**config.mk**
```make
export PLATFORM = sky130hd
export DESIGN_NAME = alu_ctrl_seq
export DESIGN_NICKNAME = d
export VERILOG_FILES = /design/src/rtl/alu_ctrl_seq.sv
export SDC_FILE = /design/constraint.sdc
export NUM_CORES = 2
export LEC_CHECK = 0
export ABC_AREA = 0
export BUFFER_PORTS_ARGS = -buffer_cell sky130_fd_sc_hd__buf_2
export CAP_MARGIN = 20
export CORE_MARGIN = 10
export CORE_UTILIZATION = 55
export DETAILED_ROUTE_END_ITERATION = 8
export PLACE_DENSITY_LB_ADDON = 0.2
export SYNTH_ARGS = -nofsm -noshare
export SYNTH_HDL_FRONTEND = slang
export SYNTH_SLANG_ARGS = --single-unit
```
**constraint.sdc**
```tcl
create_clock -name clk -period 1.75 [get_ports clk]
set_input_delay 0.0875 -clock clk [delete_from_list [all_inputs] [get_ports clk]]
set_output_delay 0.0875 -clock clk [all_outputs]
set_load 0.005 [all_outputs]
```
**src/rtl/alu_ctrl_seq.sv**
```systemverilog
// alu_ctrl_seq: issue-side sequencer for the datapath ALU.
// Accepts one data-processing instruction at a time (valid/ready), reads
// operands from a 16x32 register file, drives the ALU for one cycle, then
// retires the instruction with conditional writeback and NZCV update.
// Flow per instruction: IDLE -> READ -> EXEC -> WB -> IDLE (4 cycles).
// Optional feature macro: ALU_CTRL_IMM_ROT_EN
//   defined   : I=1 immediate is imm8 rotated right by 2*rot4
//   undefined : I=1 immediate is imm8 zero-extended
module alu_ctrl_seq #(
    parameter int RF_DEPTH = 16
) (
    input  logic        clk,
    input  logic        rst,
    input  logic        instr_valid,
    output logic        instr_ready,
    input  logic [31:0] instr,
    output logic [31:0] alu_a,
    output logic [31:0] alu_b,
    output logic [1:0]  alu_op,
    output logic [3:0]  alu_cmd,
    input  logic [31:0] alu_out,
    input  logic [3:0]  alu_flags,
    output logic        wb_en,
    output logic [3:0]  wb_addr,
    output logic [31:0] wb_data,
    output logic [3:0]  nzcv,
    output logic        done,
    output logic        illegal
);

    // ALU command codes this controller knows how to retire.
    localparam logic [3:0] CMD_AND = 4'd0;
    localparam logic [3:0] CMD_XOR = 4'd1;
    localparam logic [3:0] CMD_SUB = 4'd2;
    localparam logic [3:0] CMD_RSB = 4'd3;
    localparam logic [3:0] CMD_ADD = 4'd4;
    localparam logic [3:0] CMD_CMP = 4'd10;
    localparam logic [3:0] CMD_OR  = 4'd12;

    typedef enum logic [1:0] {
        ST_IDLE = 2'd0,
        ST_READ = 2'd1,
        ST_EXEC = 2'd2,
        ST_WB   = 2'd3
    } state_e;

    // Condition-code evaluation against {N,Z,C,V}.
    function automatic logic cond_pass(input logic [3:0] cond, input logic [3:0] f);
        logic n;
        logic z;
        logic c;
        logic v;
        logic ok;
        n = f[3];
        z = f[2];
        c = f[1];
        v = f[0];
        case (cond)
            4'd0:    ok = z;
            4'd1:    ok = ~z;
            4'd2:    ok = c;
            4'd3:    ok = ~c;
            4'd4:    ok = n;
            4'd5:    ok = ~n;
            4'd6:    ok = v;
            4'd7:    ok = ~v;
            4'd8:    ok = c & ~z;
            4'd9:    ok = ~c | z;
            4'd10:   ok = (n == v);
            4'd11:   ok = (n != v);
            4'd12:   ok = ~z & (n == v);
            4'd13:   ok = z | (n != v);
            4'd14:   ok = 1'b1;
            default: ok = 1'b0;
        endcase
        return ok;
    endfunction

    // Only op=00 with a supported command is a legal encoding.
    function automatic logic is_legal(input logic [1:0] op, input logic [3:0] cmd);
        logic ok;
        case (cmd)
            CMD_AND, CMD_XOR, CMD_SUB, CMD_RSB,
            CMD_ADD, CMD_CMP, CMD_OR: ok = 1'b1;
            default:                  ok = 1'b0;
        endcase
        return ok & (op == 2'b00);
    endfunction

`ifdef ALU_CTRL_IMM_ROT_EN
    // imm8 zero-extended, rotated right by twice the 4-bit rotate field.
    function automatic logic [31:0] imm_expand(input logic [11:0] src2);
        logic [63:0] dbl;
        logic [4:0]  sh;
        sh  = {src2[11:8], 1'b0};
        dbl = {32'd0, 24'd0, src2[7:0]};
        dbl = {dbl[31:0], dbl[31:0]} >> sh;
        return dbl[31:0];
    endfunction

    logic [31:0] imm_s;
    assign imm_s = imm_expand(instr[11:0]);
`else
    // imm8 zero-extended; the rotate field has no meaning in this build.
    function automatic logic [31:0] imm_expand(input logic [7:0] imm8);
        return {24'd0, imm8};
    endfunction

    logic [31:0] imm_s;
    logic        imm_rot_unused_s;
    assign imm_s            = imm_expand(instr[7:0]);
    assign imm_rot_unused_s = ^instr[11:8];
`endif

    state_e      state_q,       state_d;
    logic        instr_ready_q, instr_ready_d;
    logic [3:0]  cond_q,        cond_d;
    logic        s_q,           s_d;
    logic [3:0]  rd_q,          rd_d;
    logic        cond_ok_q,     cond_ok_d;
    logic [3:0]  flags_q,       flags_d;
    logic        nzcv_upd_q,    nzcv_upd_d;
    logic [31:0] alu_a_q,       alu_a_d;
    logic [31:0] alu_b_q,       alu_b_d;
    logic [1:0]  alu_op_q,      alu_op_d;
    logic [3:0]  alu_cmd_q,     alu_cmd_d;
    logic        wb_en_q,       wb_en_d;
    logic [3:0]  wb_addr_q,     wb_addr_d;
    logic [31:0] wb_data_q,     wb_data_d;
    logic [3:0]  nzcv_q,        nzcv_d;
    logic        done_q,        done_d;
    logic        illegal_q,     illegal_d;
    logic [31:0] rf_q [RF_DEPTH];
    logic [31:0] rf_d [RF_DEPTH];
    logic        legal_s;

    // Next-state, operand capture, retire decisions and architectural updates.
    always_comb begin
        state_d    = state_q;
        cond_d     = cond_q;
        s_d        = s_q;
        rd_d       = rd_q;
        cond_ok_d  = cond_ok_q;
        flags_d    = flags_q;
        nzcv_upd_d = 1'b0;
        alu_a_d    = alu_a_q;
        alu_b_d    = alu_b_q;
        alu_op_d   = alu_op_q;
        alu_cmd_d  = alu_cmd_q;
        wb_en_d    = 1'b0;
        wb_addr_d  = wb_addr_q;
        wb_data_d  = wb_data_q;
        nzcv_d     = nzcv_q;
        done_d     = 1'b0;
        illegal_d  = 1'b0;
        rf_d       = rf_q;
        legal_s    = is_legal(alu_op_q, alu_cmd_q);

        case (state_q)
            ST_IDLE: begin
                if (instr_valid && instr_ready_q) begin
                    // Operands are fetched at acceptance so the ALU sees them from READ on;
                    // the previous writeback has already landed in rf_q by now.
                    cond_d    = instr[31:28];
                    s_d       = instr[20];
                    rd_d      = instr[15:12];
                    alu_op_d  = instr[27:26];
                    alu_cmd_d = instr[24:21];
                    alu_a_d   = rf_q[instr[19:16]];
                    if (instr[25]) begin
                        alu_b_d = imm_s;
                    end else begin
                        alu_b_d = rf_q[instr[3:0]];
                    end
                    state_d = ST_READ;
                end else begin
                    state_d = ST_IDLE;
                end
            end
            ST_READ: begin
                cond_ok_d = cond_pass(cond_q, nzcv_q);
                state_d   = ST_EXEC;
            end
            ST_EXEC: begin
                flags_d   = alu_flags;
                done_d    = 1'b1;
                illegal_d = ~legal_s;
                state_d   = ST_WB;
                if (legal_s && cond_ok_q) begin
                    if (alu_cmd_q != CMD_CMP) begin
                        wb_en_d   = 1'b1;
                        wb_addr_d = rd_q;
                        wb_data_d = alu_out;
                    end else begin
                        wb_en_d   = 1'b0;
                    end
                    nzcv_upd_d = s_q | (alu_cmd_q == CMD_CMP);
                end else begin
                    nzcv_upd_d = 1'b0;
                end
            end
            ST_WB: begin
                if (wb_en_q) begin
                    rf_d[wb_addr_q] = wb_data_q;
                end else begin
                    rf_d = rf_q;
                end
                if (nzcv_upd_q) begin
                    nzcv_d = flags_q;
                end else begin
                    nzcv_d = nzcv_q;
                end
                // ALU-facing and writeback outputs return to idle values.
                alu_a_d   = 32'd0;
                alu_b_d   = 32'd0;
                alu_op_d  = 2'd0;
                alu_cmd_d = 4'd0;
                wb_addr_d = 4'd0;
                wb_data_d = 32'd0;
                state_d   = ST_IDLE;
            end
            default: begin
                state_d = ST_IDLE;
            end
        endcase

        instr_ready_d = (state_d == ST_IDLE);
    end

    // State and datapath registers with synchronous reset.
    always_ff @(posedge clk) begin
        if (rst) begin
            state_q       <= ST_IDLE;
            instr_ready_q <= 1'b1;
            cond_q        <= 4'd0;
            s_q           <= 1'b0;
            rd_q          <= 4'd0;
            cond_ok_q     <= 1'b0;
            flags_q       <= 4'd0;
            nzcv_upd_q    <= 1'b0;
            alu_a_q       <= 32'd0;
            alu_b_q       <= 32'd0;
            alu_op_q      <= 2'd0;
            alu_cmd_q     <= 4'd0;
            wb_en_q       <= 1'b0;
            wb_addr_q     <= 4'd0;
            wb_data_q     <= 32'd0;
            nzcv_q        <= 4'd0;
            done_q        <= 1'b0;
            illegal_q     <= 1'b0;
            for (int i = 0; i < RF_DEPTH; i++) begin
                rf_q[i] <= 32'd0;
            end
        end else begin
            state_q       <= state_d;
            instr_ready_q <= instr_ready_d;
            cond_q        <= cond_d;
            s_q           <= s_d;
            rd_q          <= rd_d;
            cond_ok_q     <= cond_ok_d;
            flags_q       <= flags_d;
            nzcv_upd_q    <= nzcv_upd_d;
            alu_a_q       <= alu_a_d;
            alu_b_q       <= alu_b_d;
            alu_op_q      <= alu_op_d;
            alu_cmd_q     <= alu_cmd_d;
            wb_en_q       <= wb_en_d;
            wb_addr_q     <= wb_addr_d;
            wb_data_q     <= wb_data_d;
            nzcv_q        <= nzcv_d;
            done_q        <= done_d;
            illegal_q     <= illegal_d;
            for (int i = 0; i < RF_DEPTH; i++) begin
                rf_q[i] <= rf_d[i];
            end
        end
    end

    assign instr_ready = instr_ready_q;
    assign alu_a       = alu_a_q;
    assign alu_b       = alu_b_q;
    assign alu_op      = alu_op_q;
    assign alu_cmd     = alu_cmd_q;
    assign wb_en       = wb_en_q;
    assign wb_addr     = wb_addr_q;
    assign wb_data     = wb_data_q;
    assign nzcv        = nzcv_q;
    assign done        = done_q;
    assign illegal     = illegal_q;

endmodule

```
### Word level (Yosys, flattened, before mapping)

Index checks and enable logic that the tools add are counted.

| word-level totals | value |
|---|---|
| register bits | 643 |
| input port bits | 71 |
| word-level logic and storage cells | 131 |

| operators by class | value |
|---|---|
| $lt $le $gt $ge | 4 |
| equal/unequal tests | 29 |
| mux-type cells | 30 |
| bitwise gates (word level) | 16 |
| reductions and logical operators | 18 |

Operators with widths:

| cell | number |
|---|---|
| 512-bit bitwise mux | 1 |
| 32-bit 2-to-1 mux | 10 |
| 32-bit binary-select mux with 4-bit select | 2 |
| 32-bit case mux with 2 select lines | 3 |
| 32-bit demux with 4-bit select | 1 |
| 4-bit == test (second input constant) | 9 |
| 4-bit by 3-bit == test with 1-bit output (second input constant) | 5 |
| 4-bit by 2-bit == test with 1-bit output (second input constant) | 4 |
| 4-bit case mux with 2 select lines | 2 |
| 5-bit greater-or-equal comparator (second input constant) | 3 |
| 4-bit inverter with 5-bit output | 3 |
| 1-bit case mux with 15 select lines | 1 |
| 4-bit 2-to-1 mux | 3 |
| 4-bit by 1-bit == test with 1-bit output (second input constant) | 2 |
| 4-bit zero test | 2 |
| 2-bit case mux with 4 select lines | 1 |
| 2-bit AND reduction | 4 |
| 1-bit inverter | 7 |
| 7-bit OR reduction | 1 |
| 2-bit zero test | 3 |
| 2-bit != test (second input constant) | 3 |
| 5-bit by 1-bit less-than comparator with 1-bit output (second input constant) | 1 |
| 2-bit == test (second input constant) | 2 |
| 1-bit 2-to-1 mux | 4 |
| 13 further kinds | 20 |

### Logic depth before layout (Yosys ltp)

| depth | value |
|---|---|
| word-level depth | 7 |
| depth in mapped cells | 10 |

### Least setup slack after synthesis

OpenSTA, ideal clock, no wires.

| timing | value |
|---|---|
| path kind | reg2reg |
| from | register state_q[0] |
| to | register alu_b_q[4] (netlist: alu_b[4]) |
| setup time | 59 ps |
| arrival | 1826 ps |
| required time | 1691 ps |
| slack | -135 ps |
| stages on the path, launching flop included | 10 |
| clock period less this slack | 1885 ps |
| path through | dfxtp_1 > inv_1 > ha_1 > and3_1 > buf_2 > a21oi_1 > nor2b_1 > buf_2 > clkbuf_1 > a22o_1 |

| on the way | value |
|---|---|
| longest elaborated chain between the ends | 3 |
| elaborated cells on any way between the ends | 6 |

RTL lines:

| element | line | RTL |
|---|---|---|
| from (decl) | 115 | `state_e state_q, state_d;` |
| from (signal assigned) | 255 | `state_q <= state_d;` |
| 2-bit == test / 2-bit zero test (equally long branches) | 159 | `case (state_q)` |
| 2-bit nonzero test (no line) / 2-bit != test (equally long branches) | - |  |
| 2-bit AND reduction (no line) | - |  |
| to (signal assigned) | 264 | `alu_b_q <= alu_b_d;` |
| to (decl) | 124 | `logic [31:0] alu_b_q, alu_b_d;` |

Parallel ways exist; a longest one is shown, timed or not.
A chain may end at the register's enable or synchronous reset.

### Worst setup path after layout

| timing | value |
|---|---|
| from | register state_q[0] |
| to | register rf_q[484] (netlist name) |

| on the way | value |
|---|---|
| longest elaborated chain between the ends | 2 |

RTL lines:

| element | line | RTL |
|---|---|---|
| 2-bit == test | 159 |  |
| 2-bit AND reduction (no line) | - |  |
| to (signal, indexed assignment) | 274 | `rf_q[i] <= rf_d[i];` |
| to (decl) | 133 | `logic [31:0] rf_q [RF_DEPTH];` |

Every way passes these cells.

==> out/metrics.yaml <==
status:
  status: "finished, violations left"
  violations: "negative setup slack"
critical_path:
  cp.required_ps: 2270
  cp_data_arrival_time_ps: 2500
  path_delay_family: "simple AND/OR/NAND/NOR gates"
  path_cells: "ha_4 -> nand2_4 -> or3_4 -> nor3_4 -> buf_12 -> buf_12 -> nand2_2 -> a21oi_2"
  cp_slowest_stage_delay_ps: 470
  worst_setup_path_start_kind: "flip-flop"
  critPathBufInv: 2
  critPathMaxFanout: 6
  critPathCaptureType: "flip-flop"
  crit_top_cell: "buf_12"
  critical_path_class: "flip-flop to flip-flop"
  cp_slowest_cell: "or3_4"
route:
  drt_wl_total_mm: 120.6
  drc: 0
  wire_per_inst_um: 28.17
  first_pass_iters: 8
  vias: 28710
  via_per_inst: 6.704
  dr.first_iter.drc_count: 4529
  antenna_left: 0
logic_synthesis:
  ys.flop_type: "dfxtp_1"
  syn_inst: 3267
  yosysWarnings: 0
  seq_area_frac_synth: 0.4277
  synth_edf_count: 0
  synthDistinctLibCells: 48
  netlist_area_um2: 30100
  syn-num-nets: 3343
  async_flop_share: 0
  syn-mean-instance-area_um2: 9.213
  synth_seq_cells: 643
floorplan:
  die_x_um: 253.9
  dieArea_um2: 64480
  core_area_um2: 54030
  rows: 85
  dieHeight_um: 253.9
  start_util: 0.5571
  top_level_ports: 185
pwr:
  ir_worst_vdd_uv: 849.4
  powerDensity_nw_per_um2: 819.6
  seqPwrFrac: 0.462
  switching_share: 0.2419
  internal_power_mw: 24.35
  p_sw_mw: 7.771
  combPwrFrac: 0.082
  p_clk_frac: 0.456
  p_leak_nw: 14.55
sta:
  worstMarginPinSlew_ps: 1042
  rsz0062_at_grt: "yes"
  max_clock_freq_mhz: 506.2
  fin_ws_ps: -225.4
  period_share: 1.129
  tns_ps: -53600
  setup_viol: 566
  drv_slew: 0
  slew_headroom: 0.3054
  period_minus_slack_ps: 1975
  hold_viol: 0
  finalClockSkew_ps: 14.62
flow_run:
  max_cap_viol_count: 0
final_layout:
  fin_util: 0.7254
  drive_gt1_frac: 0.3073
  fillers: 3648
  final_common_cell: "nand2_1"
  stdcell_count: 4282
  area_delta_synth_final_pct: 30.21
  final_nets: 3611
  final_cell_mix: "nand2_1 (975), dfxtp_1 (634), a21oi_1 (437)"
  fin_area_um2: 39190
  n_antenna_cell: 0
global_route:
  grt_max_degree: 192
  grt_util_all_layers: 0.3398
  grt-ovfl-total: 0
  antenna_found_initial: 4
  grt_pass1_wl_mm: 166.3
  grt_pass1_vias: 27320
placement:
  placed_cells: 4011
  place_congestion: 0.8987
  numPortBuffers: 180
  preCtsSetupSlack_ps: -246.6
  dp.final_hpwl_mm: 65.67
  place_area_um2: 33310
clock_network:
  clock_latency_ps: 610
  clk_pin_slew_worst_paths_ps: 60
  cts_tree: "yes"
  cts.path.max_buffers: 3
  cts.root.buffer_cell: "clkbuf_16"
  cts_made_buffers: 69
  cts_sinks: 643
  htreeDepth: 3
min_path:
  holdCritPathClass: "input pin to flip-flop"
[power by group through the flow]
stage | registers, mW | clock network, mW | logic (mW)
global placement | 15.1 | 0 | 2.18
floorplan | 15.1 | 0 | 1.32
finish | 14.8 | 14.7 | 2.63
global route | 14.8 | 15.2 | 2.74
CTS | 14.8 | 14.6 | 2.46
detailed placement | 15.2 | 0 | 2.21
[tightest hold or removal path, stage by stage]
cell	delay [ps]
buf_8	130
buf_12	200
nor2_1	140
[metrics by stage]
stage,total power [mW],hold WS (ps)
3_5_place_dp,17.36,299.3
4_1_cts,31.89,15.19
6_report,32.12,22.99
2_1_floorplan,16.44,213.0
3_3_place_gp,17.32,297.2
5_1_grt,32.79,63.73
[state kept, by name, summed over array words and instances, names as in the netlist, 4 cells and up]
| signal | count |
|---|---|
| nzcv | 4 |
| cond_q | 4 |
| flags_q | 4 |
| alu_cmd | 4 |
| wb_data | 32 |
| alu_b | 32 |
| wb_addr | 4 |
| rf_q | 512 |
| rd_q | 4 |
| alu_a | 32 |
[cells in the mapped netlist (2+ instances only)]
cell type	n	share of area
nor2_1	39	0.0049
a211oi_1	2	0.00050
a32oi_1	2	0.00058
ha_1	5	0.0021
mux2_2	9	0.0034
nor3_2	5	0.0017
and3_1	3	0.00062
o211ai_1	3	0.00075
o22ai_1	27	0.0056
nor3_1	7	0.0012
mux4_2	251	0.19
buf_2	87	0.014
a221oi_1	5	0.0015
clkbuf_1	223	0.028
buf_6	6	0.0022
a22oi_1	8	0.0020
buf_1	7	0.00087
a21oi_1	533	0.089
buf_8	2	0.0010
mux2i_1	134	0.045
xnor2_1	2	0.00058
nand3b_1	3	0.00075
buf_4	3	0.00075
or3_1	3	0.00062
nor3b_1	2	0.00050
nand3_1	11	0.0018
a2bb2oi_1	32	0.0093
nand2b_1	8	0.0017
nand2_1	1073	0.13
nor2b_1	8	0.0017
a22o_1	39	0.011
a31oi_1	2	0.00042
a21o_1	24	0.0060
o21ai_0	36	0.0060
dfxtp_1	643	0.43
inv_1	8	0.0010
[routing by layer]
metal	GRT usage	wire length, um
met1	0.4013	40390
met2	0.5440	54460
met3	0.08438	15940
met4	0.2252	9766
met5	0	50
[cell type report]
type	count	area, um2	share of cell area
repair buffers	525	6082	0.1552
well taps	696	870.8	0.02222
inverters	9	33.78	0.0008620
multi-input cells	2287	17080	0.4357
clock buffers	102	2103	0.05366
flip-flops and latches	643	12890	0.3289
clock inverters	20	138.9	0.003544
[timing repair]
item | CTS | global route
setup buffers | 25 | 31
cloned | 21 | 27
hold endpoints to repair | 64 | 0
pin swaps | 44 | 103
gates resized for setup | 134 | 256
setup endpoints to repair | 619 | 633
hold buffers | 58 | 0
[path summary, 6_finish.rpt]
kind         startpoint  cells after the start          to  slack (ps)
max          state_q[0]                      8   rf_q[484]        -230
min                 rst                      3  alu_cmd[1]          20
max reg2reg  state_q[0]                      8   rf_q[484]        -230
min reg2reg   alu_b[26]                      1   alu_b[26]         450
[logic make-up (layout without fill, tap and decap cells)]
| logic type | after synthesis | count (layout) | synth area share |
|---|---|---|---|
| mux | 394 | 394 | 0.2357 |
| fa+ha+maj | 5 | 5 | 0.002078 |
| buf+inv | 337 | 656 | 0.04826 |
| flops | 643 | 643 | 0.4277 |
| compound gates | 718 | 718 | 0.1346 |
| simple gates | 1167 | 1167 | 0.1508 |
| xor+xnor | 3 | 3 | 0.0008731 |
(Power assumes the default switching activity.)
